===== src/rtl/mem_pkg.sv =====
// Shared constants and types for the sensor-node scratch RAM.
package mem_pkg;

  localparam int DEF_DATA_WIDTH = 8;
  localparam int DEF_ADDR_WIDTH = 4;
  localparam int DEPTH          = 1 << DEF_ADDR_WIDTH;

  typedef logic [DEF_DATA_WIDTH-1:0] word_t;
  typedef logic [DEF_ADDR_WIDTH-1:0] addr_t;

endpackage


===== src/rtl/mem_read_port.sv =====
// Registered read port: word select mux feeding a data_out register that holds between reads.
module mem_read_port
  import mem_pkg::*;
#(
  parameter int DATA_WIDTH = DEF_DATA_WIDTH,
  parameter int ADDR_WIDTH = DEF_ADDR_WIDTH
) (
  input  logic                                           clk,
  input  logic                                           rst_n,
  input  logic                                           read,
  input  logic [ADDR_WIDTH-1:0]                          addr,
  input  logic [(1<<ADDR_WIDTH)-1:0][DATA_WIDTH-1:0]     words,
  output logic [DATA_WIDTH-1:0]                          data_out
);

  logic [DATA_WIDTH-1:0] sel_word;

  assign sel_word = words[addr];

  // words is the pre-edge array, so a same-edge write to addr is not seen (read-first).
  always_ff @(posedge clk or negedge rst_n) begin
    if (!rst_n) begin
      data_out <= '0;
    end else if (read) begin
      data_out <= sel_word;
    end
  end

endmodule


===== src/rtl/memory.sv =====
// Single-port RAM with strobed write/read, registered read data and asynchronous whole-array clear.
module memory
  import mem_pkg::*;
#(
  parameter int DATA_WIDTH = DEF_DATA_WIDTH,
  parameter int ADDR_WIDTH = DEF_ADDR_WIDTH
) (
  input  logic                  clk,
  input  logic                  rst_n,
  input  logic [ADDR_WIDTH-1:0] addr,
  input  logic [DATA_WIDTH-1:0] data_in,
  input  logic                  write,
  input  logic                  read,
  output logic [DATA_WIDTH-1:0] data_out
);

  localparam int MEM_DEPTH = 1 << ADDR_WIDTH;

  // Flop array rather than block RAM: the asynchronous clear must reach every word.
  logic [MEM_DEPTH-1:0][DATA_WIDTH-1:0] mem;

  always_ff @(posedge clk or negedge rst_n) begin
    if (!rst_n) begin
      mem <= '0;
    end else if (write) begin
      mem[addr] <= data_in;
    end
  end

  mem_read_port #(
    .DATA_WIDTH(DATA_WIDTH),
    .ADDR_WIDTH(ADDR_WIDTH)
  ) u_read_port (
    .clk      (clk),
    .rst_n    (rst_n),
    .read     (read),
    .addr     (addr),
    .words    (mem),
    .data_out (data_out)
  );

endmodule


===== config.mk =====
export PLATFORM = sky130hd
export DESIGN_NAME = memory
export DESIGN_NICKNAME = d
export VERILOG_FILES = /design/src/rtl/mem_pkg.sv /design/src/rtl/mem_read_port.sv /design/src/rtl/memory.sv
export SDC_FILE = /design/constraint.sdc
export NUM_CORES = 1
export LEC_CHECK = 0
export CELL_PAD_IN_SITES_DETAIL_PLACEMENT = 2
export CELL_PAD_IN_SITES_GLOBAL_PLACEMENT = 2
export CORE_UTILIZATION = 48
export CTS_CLUSTER_DIAMETER = 30
export DETAILED_ROUTE_END_ITERATION = 8
export PLACE_DENSITY = 0.8
export SLEW_MARGIN = 40
export SYNTH_ARGS = -nofsm -noshare
export SYNTH_HDL_FRONTEND = slang
export SYNTH_SLANG_ARGS = --single-unit
export TNS_END_PERCENT = 50

===== constraint.sdc =====
create_clock -name clk -period 2.6 [get_ports clk]
set_clock_uncertainty 0.05 [all_clocks]
set_input_delay 0.26 -clock clk [delete_from_list [all_inputs] [get_ports clk]]
set_output_delay 0.26 -clock clk [all_outputs]
set_load 0.02 [all_outputs]

==> results of run 1 <==
-- logic make-up after synthesis --
group,count (synthesis),synth area share (%)
DFF,136,54.5
and+or+nand+nor,42,4.25
AOI/OAI and AO/OA,24,3.21
muxes,184,35.3
buffers and inverters,29,2.72
-- state kept, by name, summed over array words and instances (netlist names) --
register              cells
u_read_port.data_out      8
mem                     128
-- power breakdown --
part           internal (mW)  leakage, nW  total, mW  switching, mW
Combinational          0.636         1.19       1.12          0.486
Clock                   1.38        0.262       2.23          0.845
Sequential              2.61         1.66       2.90          0.293
-- synth_stat cells --
| master | count | area share, % |
|---|---|---|
| o22ai_1 | 8 | 0.80 |
| nor2_2 | 9 | 0.90 |
| nand2_1 | 1 | 0.060 |
| mux2_1 | 3 | 0.54 |
| buf_6 | 2 | 0.36 |
| nor2_1 | 9 | 0.54 |
| buf_1 | 2 | 0.12 |
| nand3b_2 | 2 | 0.36 |
| buf_4 | 3 | 0.36 |
| mux4_1 | 1 | 0.42 |
| buf_2 | 6 | 0.48 |
| nor3b_4 | 1 | 0.30 |
| mux4_2 | 15 | 5.4 |
| or2_2 | 2 | 0.20 |
| mux2_2 | 125 | 23 |
| nand2b_1 | 2 | 0.20 |
| clkbuf_1 | 14 | 0.84 |
| nand3_1 | 1 | 0.080 |
| nand3b_1 | 2 | 0.24 |
| o32a_1 | 8 | 1.3 |
| and2_1 | 8 | 0.80 |
| nand3_2 | 1 | 0.16 |
| buf_8 | 1 | 0.24 |
| buf_12 | 1 | 0.32 |
| dfrtp_1 | 136 | 54 |
| o221ai_1 | 8 | 1.1 |
| nand2_2 | 1 | 0.10 |
| or3_1 | 3 | 0.30 |
| mux2i_1 | 40 | 6.4 |
-- worst min path at each step --
stage | from | endpoint
2_1_floorplan | rst_n | mem[0]
3_3_place_gp | rst_n | mem[78]
3_5_place_dp | rst_n | mem[78]
4_1_cts | rst_n | mem[125]
5_1_grt | rst_n | mem[78]
6_report | rst_n | mem[70]
-- per-stage QoR --
step / cell area, µm² / setup slack [ps] / hold slack, ps / total power [mW]
after floorplan: 6240 / 897 / -85.6 / 3.59
after global placement: 6650 / 328 / 201 / 3.86
after detailed placement: 6650 / 247 / 214 / 4.00
after CTS: 7190 / 610 / 329 / 6.32
after global routing: 7190 / 497 / 371 / 6.51
final: 7190 / 558 / 322 / 6.25
-- per-layer routing --
layer / up-vias / GRT usage (%) / routed length [µm]
li1: 1596 / - / -
met5: - / 0 / 0
met2: 48 / 48.3 / 8790
met3: 28 / 5.54 / 323
met4: 0 / 12.2 / 448
met1: 1998 / 32.1 / 6810
-- layout make-up --
class / instances / area share (%)
Clock inverter: 3 / 0.557
Multi-Input combinational cell: 250 / 37.1
Timing Repair Buffer: 38 / 5.10
Sequential cell: 136 / 47.3
Clock buffer: 28 / 6.91
Tap cell: 172 / 2.99
==> qor.yml, run 1 <==
status:
  status: "finished clean"
critical_path:
  crit_type: "primary input to register"
  start_kind: "primary input"
  path_cells: "clkdlybuf4s50_1 -> nand2_1 -> or2_2 -> o221ai_1 -> o32a_1"
  arrival_ps: 2350
  end_kind: "register"
  cp_num_cells: 5
  required_ps: 2900
  r2r_cells: 4
  r2r-end: "u_read_port.data_out[5]"
  crit_start: "addr[3]"
  r2r_slack_ps: 900
  path_buf_inv: 1
  r2r-start: "mem[61]"
  crit_family: "buffers and inverters"
  path_max_fanout: 12
  crit_path_max_incr_delay_ps: 740
  endpoint: "u_read_port.data_out[4]"
  crit_path_top_delay_cell: "clkdlybuf4s50_1"
floorplan:
  core_area_um2: 12700
  ios: 24
  die_area_um2: 13500
  dieHeight_um: 116
  initial_core_util_pct: 49.3
  rows: 41
  die_w_um: 116
synth:
  yosysWarnings: 0
  synth_fp_nets: 431
  avgSynthCellArea_um2: 15.0
  ys_types: 29
  ys_ff_latch: 136
  ys_seq_area_share_pct: 54.5
  postSynthCellCount: 415
  syn_area_um2: 6240
drt:
  routed-via-count: 3670
  wl_per_cell_um: 26.1
  dr.pass1.iters: 4
  vias_per_cell: 5.85
  route.detailed.drc: 0
  drtAntennaViolNets: 0
  finalWirelength_um: 16400
  drtIter0Drc: 148
layout:
  mostFrequentLayoutCell: "dfrtp_1"
  regArea_um2: 3400
  fin_util_pct: 56.8
  finalNonFillerCells: 627
  insertedDiodeCount: 0
  drive_gt1_share_pct: 42.9
  nNetsFinal: 459
  final_cell_mix: "136 x dfrtp_1, 125 x mux2_2, 40 x mux2i_1"
  area.growth.synth_to_final_pct: 15.2
  fill_cells: 1132
  multiInputGateArea_um2: 2670
place:
  place.gp.congestion: 0.715
  io_buffers: 23
  hpwl_um: 10200
  numPlacedInstances: 595
clock_network:
  cts_resized: 0
  cts-buffers-inserted: 17
  cts_root_buf: "clkbuf_16"
  post-cts-setup-buffer-count: 0
  cts.hold.buffers_added: 1
  clk_pin_slew_ps: 60
  cts_tree: "yes"
  cts_buffer_depth: 2
  htree_levels: 4
  cts.sinks: 136
  clock_latency_ps: 420
sta:
  setup_viol: 0
  fin_crit_sh_pct: 78.5
  tightest_slew_ps: 794
  timing_hold_violations_final: 0
  rsz0062_at_grt: "false"
  slew-limit-headroom_pct: 46.9
  setup-tns-final_ps: 0
  slew_violations: 0
  fin_crit_ps: 2040
  timing.fmax_mhz: 490
global_route:
  grt_max_degree: 55
  grt_pass1_vias: 4384
  grt_pass1_wl_um: 25900
  grt_antenna_before_repair: 0
  grt_usage_pct: 27.3
  grt-ovfl-total: 0
power_and_ir_drop:
  irDropWorstVdd_uv: 506
  p_per_area_nw_per_um2: 869
  p_leak_nw: 3.11
job:
  drv_cap: 0
hold_path:
  worstHoldPathType: "primary input to async pin"
Note: power is estimated with default switching activity, not from simulation.
==> inputs of run 2 (changes only) <==
--- a/config.mk
+++ b/config.mk
@@ -7,10 +7,10 @@
 export LEC_CHECK = 0
 export CELL_PAD_IN_SITES_DETAIL_PLACEMENT = 2
 export CELL_PAD_IN_SITES_GLOBAL_PLACEMENT = 2
-export CORE_UTILIZATION = 48
+export CORE_UTILIZATION = 45
 export CTS_CLUSTER_DIAMETER = 30
 export DETAILED_ROUTE_END_ITERATION = 8
-export PLACE_DENSITY = 0.8
+export PLACE_DENSITY = 0.76
 export SLEW_MARGIN = 40
 export SYNTH_ARGS = -nofsm -noshare
 export SYNTH_HDL_FRONTEND = slang
==> constraint.sdc (replaced) <==
create_clock -name clk -period 2.1 [get_ports clk]
set_clock_uncertainty 0.05 [all_clocks]
set_input_delay 0.21 -clock clk [delete_from_list [all_inputs] [get_ports clk]]
set_output_delay 0.21 -clock clk [all_outputs]
set_load 0.02 [all_outputs]
==> run 2 against run 1 <==
Clock-buffer cell count did not move. Highest routed layer unchanged. Global-route usage is 0.56 points lower. Core utilization down 0.79 points. Largest cell class unchanged. Die area grew 6.5%. Worst setup slack lost 270 ps. Routed wire length rose by 6.8%. Worst hold slack lost 31 ps. Final cell count grew 4.0%. Non-clock buffer count up 22. First-iteration DRC count down 16%.
==> qor.yml, run 2 (same netlist as run 1, synthesis figures left out) <==
drt:
  drtAntennaViolNets: 0  # unchanged
  wl_per_cell_um: 26.8  # +2.7%
  finalWirelength_um: 17500  # +6.8%
  routed-via-count: 3765  # +2.6%
  route.detailed.drc: 0  # unchanged
  dr.pass1.iters: 4  # unchanged
  vias_per_cell: 5.77  # -1.3%
  drtIter0Drc: 125  # -16%
critical_path:
  path_max_fanout: 9  # -3
  r2r-start: "mem[26]"
  crit_family: "buffers and inverters"
  start_kind: "primary input"
  crit_path_max_incr_delay_ps: 550  # -190 ps
  crit_type: "primary input to register"
  path_cells: "clkdlybuf4s50_1 -> buf_4 -> nor3b_4 -> nand3b_2 -> mux2_2"
  r2r_slack_ps: 390  # -510 ps
  required_ps: 2350  # -550 ps
  crit_path_top_delay_cell: "clkdlybuf4s50_1"
  r2r-end: "u_read_port.data_out[2]"
  end_kind: "register"
  arrival_ps: 2070  # -280 ps
  r2r_cells: 4  # unchanged
  path_buf_inv: 2  # +1
layout:
  largest_reg_flops: 128  # unchanged
  fill_cells: 1195  # +5.6%
  area.growth.synth_to_final_pct: 20.1
  regMostFlops: "mem"
  mostFrequentLayoutCell: "dfrtp_1"
  top_regs: "mem x128, u_read_port.data_out x8"
  final_cell_mix: "136 x dfrtp_1, 125 x mux2_2, 40 x mux2i_1"
  regArea_um2: 3400  # unchanged
  final_area_um2: 7500  # +4.3%
  drive_gt1_share_pct: 46.2  # +3.4 points
  multiInputGateArea_um2: 2670  # unchanged
  insertedDiodeCount: 0  # unchanged
  nNetsFinal: 481  # +4.8%
  finalNonFillerCells: 652  # +4.0%
floorplan:
  die_area_um2: 14400  # +6.5%
  initial_core_util_pct: 46.6  # -2.7 points
  dieHeight_um: 120  # +3.2%
  ios: 24  # unchanged
  core_area_um2: 13400  # +5.8%
  die_w_um: 120  # +3.2%
  rows: 42  # +2.4%
global_route:
  grt-ovfl-total: 0  # unchanged
  grt_pass1_wl_um: 27300  # +5.3%
  grt_pass1_vias: 4385  # +0.023%
  grt_usage_pct: 26.7  # -0.56 points
  grt_max_degree: 57  # +3.6%
  grt_antenna_before_repair: 0  # unchanged
sta:
  setup_viol: 0  # unchanged
  slew-limit-headroom_pct: 51.6  # +4.6 points
  rsz0062_at_grt: "false"
  tightest_slew_ps: 724  # -69.4 ps
  worst_hold_slack_ps: 290  # -31.4 ps
  fin_crit_sh_pct: 86.3
  timing.fmax_mhz: 552
  slew_violations: 0  # unchanged
  timing_hold_violations_final: 0  # unchanged
  fin_ws_ps: 287  # -271 ps
  fin_crit_ps: 1810
place:
  place.gp.congestion: 0.759  # +6.1%
  placed_area_um2: 6940  # +4.5%
  numPlacedInstances: 621  # +4.4%
  io_buffers: 23  # unchanged
  pre_cts_ws_ps: -152  # -399 ps
  hpwl_um: 11100  # +9.1%
power_and_ir_drop:
  irDropWorstVdd_uv: 583  # +15%
  p_per_area_nw_per_um2: 1040  # +19%
  power_mw: 7.77  # +24%
  p_leak_nw: 3.28  # +5.2%
clock_network:
  cts_resized: 0  # unchanged
  htree_levels: 4  # unchanged
  cts_root_buf: "clkbuf_16"
  cts_buffer_depth: 2  # unchanged
  cts_tree: "yes"
  cts-buffers-inserted: 17  # unchanged
  clk_pin_slew_ps: 60  # about the same
  clock_latency_ps: 420  # about the same
  post-cts-setup-buffer-count: 0  # unchanged
  cts.sinks: 136  # unchanged
status:
  status: "finished clean"
job:
  drv_cap: 0  # unchanged
hold_path:
  worstHoldPathType: "primary input to async pin"
[run 2: cell types whose count changed in the layout (fill, tap and decap cells not counted), sizes merged]
cell | previous run | this run
buf | 16 | 38
bufinv | 1 | 0
[run 2: repair_timing]
action                     CTS  global route
hold buffers                 1             0
setup endpoints to repair    0             0
hold endpoints to repair    52             0
[run 2: area by class of cell]
type                    count  share of cell area (%)
flip-flops and latches    136                    45.4
clock inverters             2                   0.133
clock buffers              28                    7.16
well taps                 176                    2.94
repair buffers             60                    8.79
multi-input cells         250                    35.6
[run 2: through the flow]
stage          TNS (ps)  util [%]
2_1_floorplan         0         -
3_3_place_gp       -523      51.8
3_5_place_dp      -2060      51.8
4_1_cts               0      56.0
5_1_grt               0      56.0
6_report              0      56.0
[run 2: worst max-delay path by stage]
stage	to	start	slack, ps	cells after the start
after floorplan	u_read_port.data_out[3]	addr[0]	450	7
after global placement	mem[32]	addr[1]	-70	5
after detailed placement	mem[33]	addr[1]	-150	5
after CTS	mem[35]	addr[1]	300	5
after global routing	mem[35]	addr[1]	260	5
final	mem[35]	addr[1]	290	5
[run 2: where the power goes]
part / switching [mW] / internal [mW]
clock network: 1.06 / 1.71
registers: 0.360 / 3.23
logic: 0.603 / 0.811
total: 2.02 / 5.75
[run 2: worst reg2reg max path: stages (launching register included)]
cell and delay [ps]:
dfrtp_1 390, mux4_2 490, mux2i_1 230, nor2_1 80, o32a_1 350
[run 2: routing by layer]
metal / share of wire (%) / vias up / wire length, µm / global-route usage (%)
met1: 43 / 2061 / 7470 / 32.4
li1: - / 1635 / - / -
met5: 0 / - / 0 / 0
met3: 1.8 / 22 / 322 / 4.75
met4: 1.7 / 0 / 299 / 9.61
met2: 54 / 47 / 9400 / 47.5
==> inputs of run 3 (changes only) <==
--- a/config.mk
+++ b/config.mk
@@ -7,6 +7,7 @@
 export LEC_CHECK = 0
 export CELL_PAD_IN_SITES_DETAIL_PLACEMENT = 2
 export CELL_PAD_IN_SITES_GLOBAL_PLACEMENT = 2
+export CORE_ASPECT_RATIO = 0.75
 export CORE_UTILIZATION = 45
 export CTS_CLUSTER_DIAMETER = 30
 export DETAILED_ROUTE_END_ITERATION = 8
==> run 3 against run 2 <==
Fmax increased by 2.6%. First-iteration DRC count increased by 54%. Die area about the same. Clock power increased by 6%. Largest power group unchanged. Global-route usage about the same. Sequential power about the same. Final cell count increased by 0.31%. Critical path type unchanged. Sequential share of layout area decreased by 0.38 points. Total power increased by 2.3%. Routed wire length increased by 0.17%. Non-clock buffer count increased by 5. Largest cell class unchanged. Clock-buffer cell count decreased by 4.
==> qor.yml, run 3 (same netlist as run 1, synthesis figures left out) <==
status:
  status: "finished clean"
critical_path:
  r2r-end: "u_read_port.data_out[4]"
  r2r_slack_ps: 420  # +30 ps
  start_kind: "primary input"
  end_kind: "register"
  endpoint: "u_read_port.data_out[4]"
  path_max_fanout: 18  # +9
  crit_start: "addr[1]"
  r2r_cells: 4  # unchanged
  arrival_ps: 2030  # -40 ps
  r2r-start: "mem[28]"
  crit_type: "primary input to register"
  required_ps: 2360  # about the same
power_and_ir_drop:
  p_per_area_nw_per_um2: 1050  # +1.4%
  p_leak_nw: 3.30  # +0.85%
  power_mw: 7.95  # +2.3%
  irDropWorstVdd_uv: 652  # +12%
floorplan:
  die_w_um: 138  # +15%
  rows: 36  # -14%
  dieHeight_um: 104  # -13%
  initial_core_util_pct: 47.2  # +0.55 points
  ios: 24  # unchanged
  die_area_um2: 14400  # about the same
  core_area_um2: 13200  # -1.2%
layout:
  fill_cells: 1148  # -3.9%
  largest_reg_flops: 128  # unchanged
  mostFrequentLayoutCell: "dfrtp_1"
  area.growth.synth_to_final_pct: 21.1
  final_cell_mix: "136 x dfrtp_1, 125 x mux2_2, 40 x mux2i_1"
  insertedDiodeCount: 0  # unchanged
  top_regs: "mem x128, u_read_port.data_out x8"
  regMostFlops: "mem"
  drive_gt1_share_pct: 46.8  # +0.57 points
  nNetsFinal: 486  # +1.0%
clock_network:
  cts_buffer_depth: 2  # unchanged
  clk_pin_slew_ps: 60  # about the same
  cts_tree: "yes"
  clock_latency_ps: 430  # about the same
  cts_root_buf: "clkbuf_16"
  htree_levels: 4  # unchanged
  cts-buffers-inserted: 17  # unchanged
  cts.sinks: 136  # unchanged
sta:
  fin_crit_sh_pct: 84.1  # -2.2 points
  tightest_slew_ps: 688  # -36.3 ps
  slew_violations: 0  # unchanged
  timing.fmax_mhz: 566  # +2.6%
  rsz0062_at_grt: "false"
  timing_hold_violations_final: 0  # unchanged
  fin_crit_ps: 1770  # -46.0 ps
  slew-limit-headroom_pct: 54.0  # +2.4 points
  setup_viol: 0  # unchanged
  worst_hold_slack_ps: 232  # -58.9 ps
drt:
  vias_per_cell: 5.87  # +1.7%
  routed-wl-met3_um: 495  # +54%
  top_layer: "met4"
  dr.pass1.iters: 4  # unchanged
  drt-met1-wl_um: 7940  # +6.3%
  routed-via-count: 3840  # +2.0%
  route.detailed.drc: 0  # unchanged
  drtIter0Drc: 192  # +54%
  wl_met2_um: 8700  # -7.4%
  drtAntennaViolNets: 0  # unchanged
  finalWirelength_um: 17500  # +0.17%
  wl_per_cell_um: 26.8  # -0.13%
global_route:
  grt_antenna_before_repair: 0  # unchanged
  grt_usage_pct: 26.7  # about the same
  grt_pass1_wl_um: 28000  # +2.7%
  grt_max_degree: 50  # -12%
  grt_pass1_vias: 4510  # +2.9%
  grt-ovfl-total: 0  # unchanged
job:
  drv_cap: 0  # unchanged
hold_path:
  worstHoldPathType: "primary input to async pin"
place:
  io_buffers: 23  # unchanged
  place.gp.congestion: 0.716  # -5.7%
  hpwl_um: 11200  # +0.48%
[run 3: cell count changes in the layout (fill, tap and decap cells not counted)]
cell and change:
buf_12 +1, clkbuf_1 +1, clkinvlp_4 +1, clkinv_2 +2, clkbuf_8 -5, buf_2 +1
clkinv_4 +1, buf_4 +3, bufinv_16 +2
[run 3: layer usage]
metal  vias to the layer above  global-route usage [%]
li1                       1664                       -
met5                         -                       0
met1                      2071                    35.5
met4                         0                    10.6
met3                        26                    4.14
met2                        79                    44.1
[run 3: worst max-delay path: stages]
cell	delay, ps
clkdlybuf4s50_1	640
buf_12	220
mux4_2	340
mux2i_1	150
nor2_1	90
o32a_1	370
[run 3: how the worst min path moves through the flow]
stage          startpoint      end  slack [ps]  depth (start not counted)
2_1_floorplan       rst_n   mem[0]        -140                          0
3_3_place_gp        rst_n  mem[45]         130                          1
3_5_place_dp        rst_n  mem[45]         140                          1
4_1_cts             rst_n  mem[14]         260                          2
5_1_grt             rst_n  mem[14]         300                          2
6_report            rst_n  mem[45]         230                          2
[run 3: final cells by class]
type	instances	area, µm²	area share (%)
clock inverter	8	96.3	1.27
clock buffer	24	472	6.24
tap	171	214	2.83
sequential	136	3400	45.0
timing repair buffer	65	707	9.35
multi-input combinational	250	2670	35.3
[run 3: through the flow]
| step | TNS, ps | std cells | util (%) | worst slack [ps] | area, µm² |
|---|---|---|---|---|---|
| 2_1_floorplan | 0 | 415 | - | 447 | 6240 |
| 3_3_place_gp | -32.0 | 621 | 52.7 | -17.9 | 6990 |
| 3_5_place_dp | -467 | 621 | 52.7 | -91.4 | 6990 |
| 4_1_cts | 0 | 654 | 57.1 | 342 | 7560 |
| 5_1_grt | 0 | 654 | 57.1 | 268 | 7560 |
| 6_report | 0 | 654 | 57.1 | 333 | 7560 |
[run 3: what timing repair did]
action	4_1_cts	5_1_grt
hold endpoints to repair	47	0
resized for setup	0	0
buffers inserted	0	0
hold buffers	1	0
[run 3: where the power goes]
group          total, mW  internal (mW)  leakage, nW  switching [mW]
Clock               2.94           1.80        0.278            1.14
Sequential          3.59           3.23         1.66           0.365
Combinational       1.42          0.819         1.36           0.601
Total               7.95           5.85         3.30            2.10
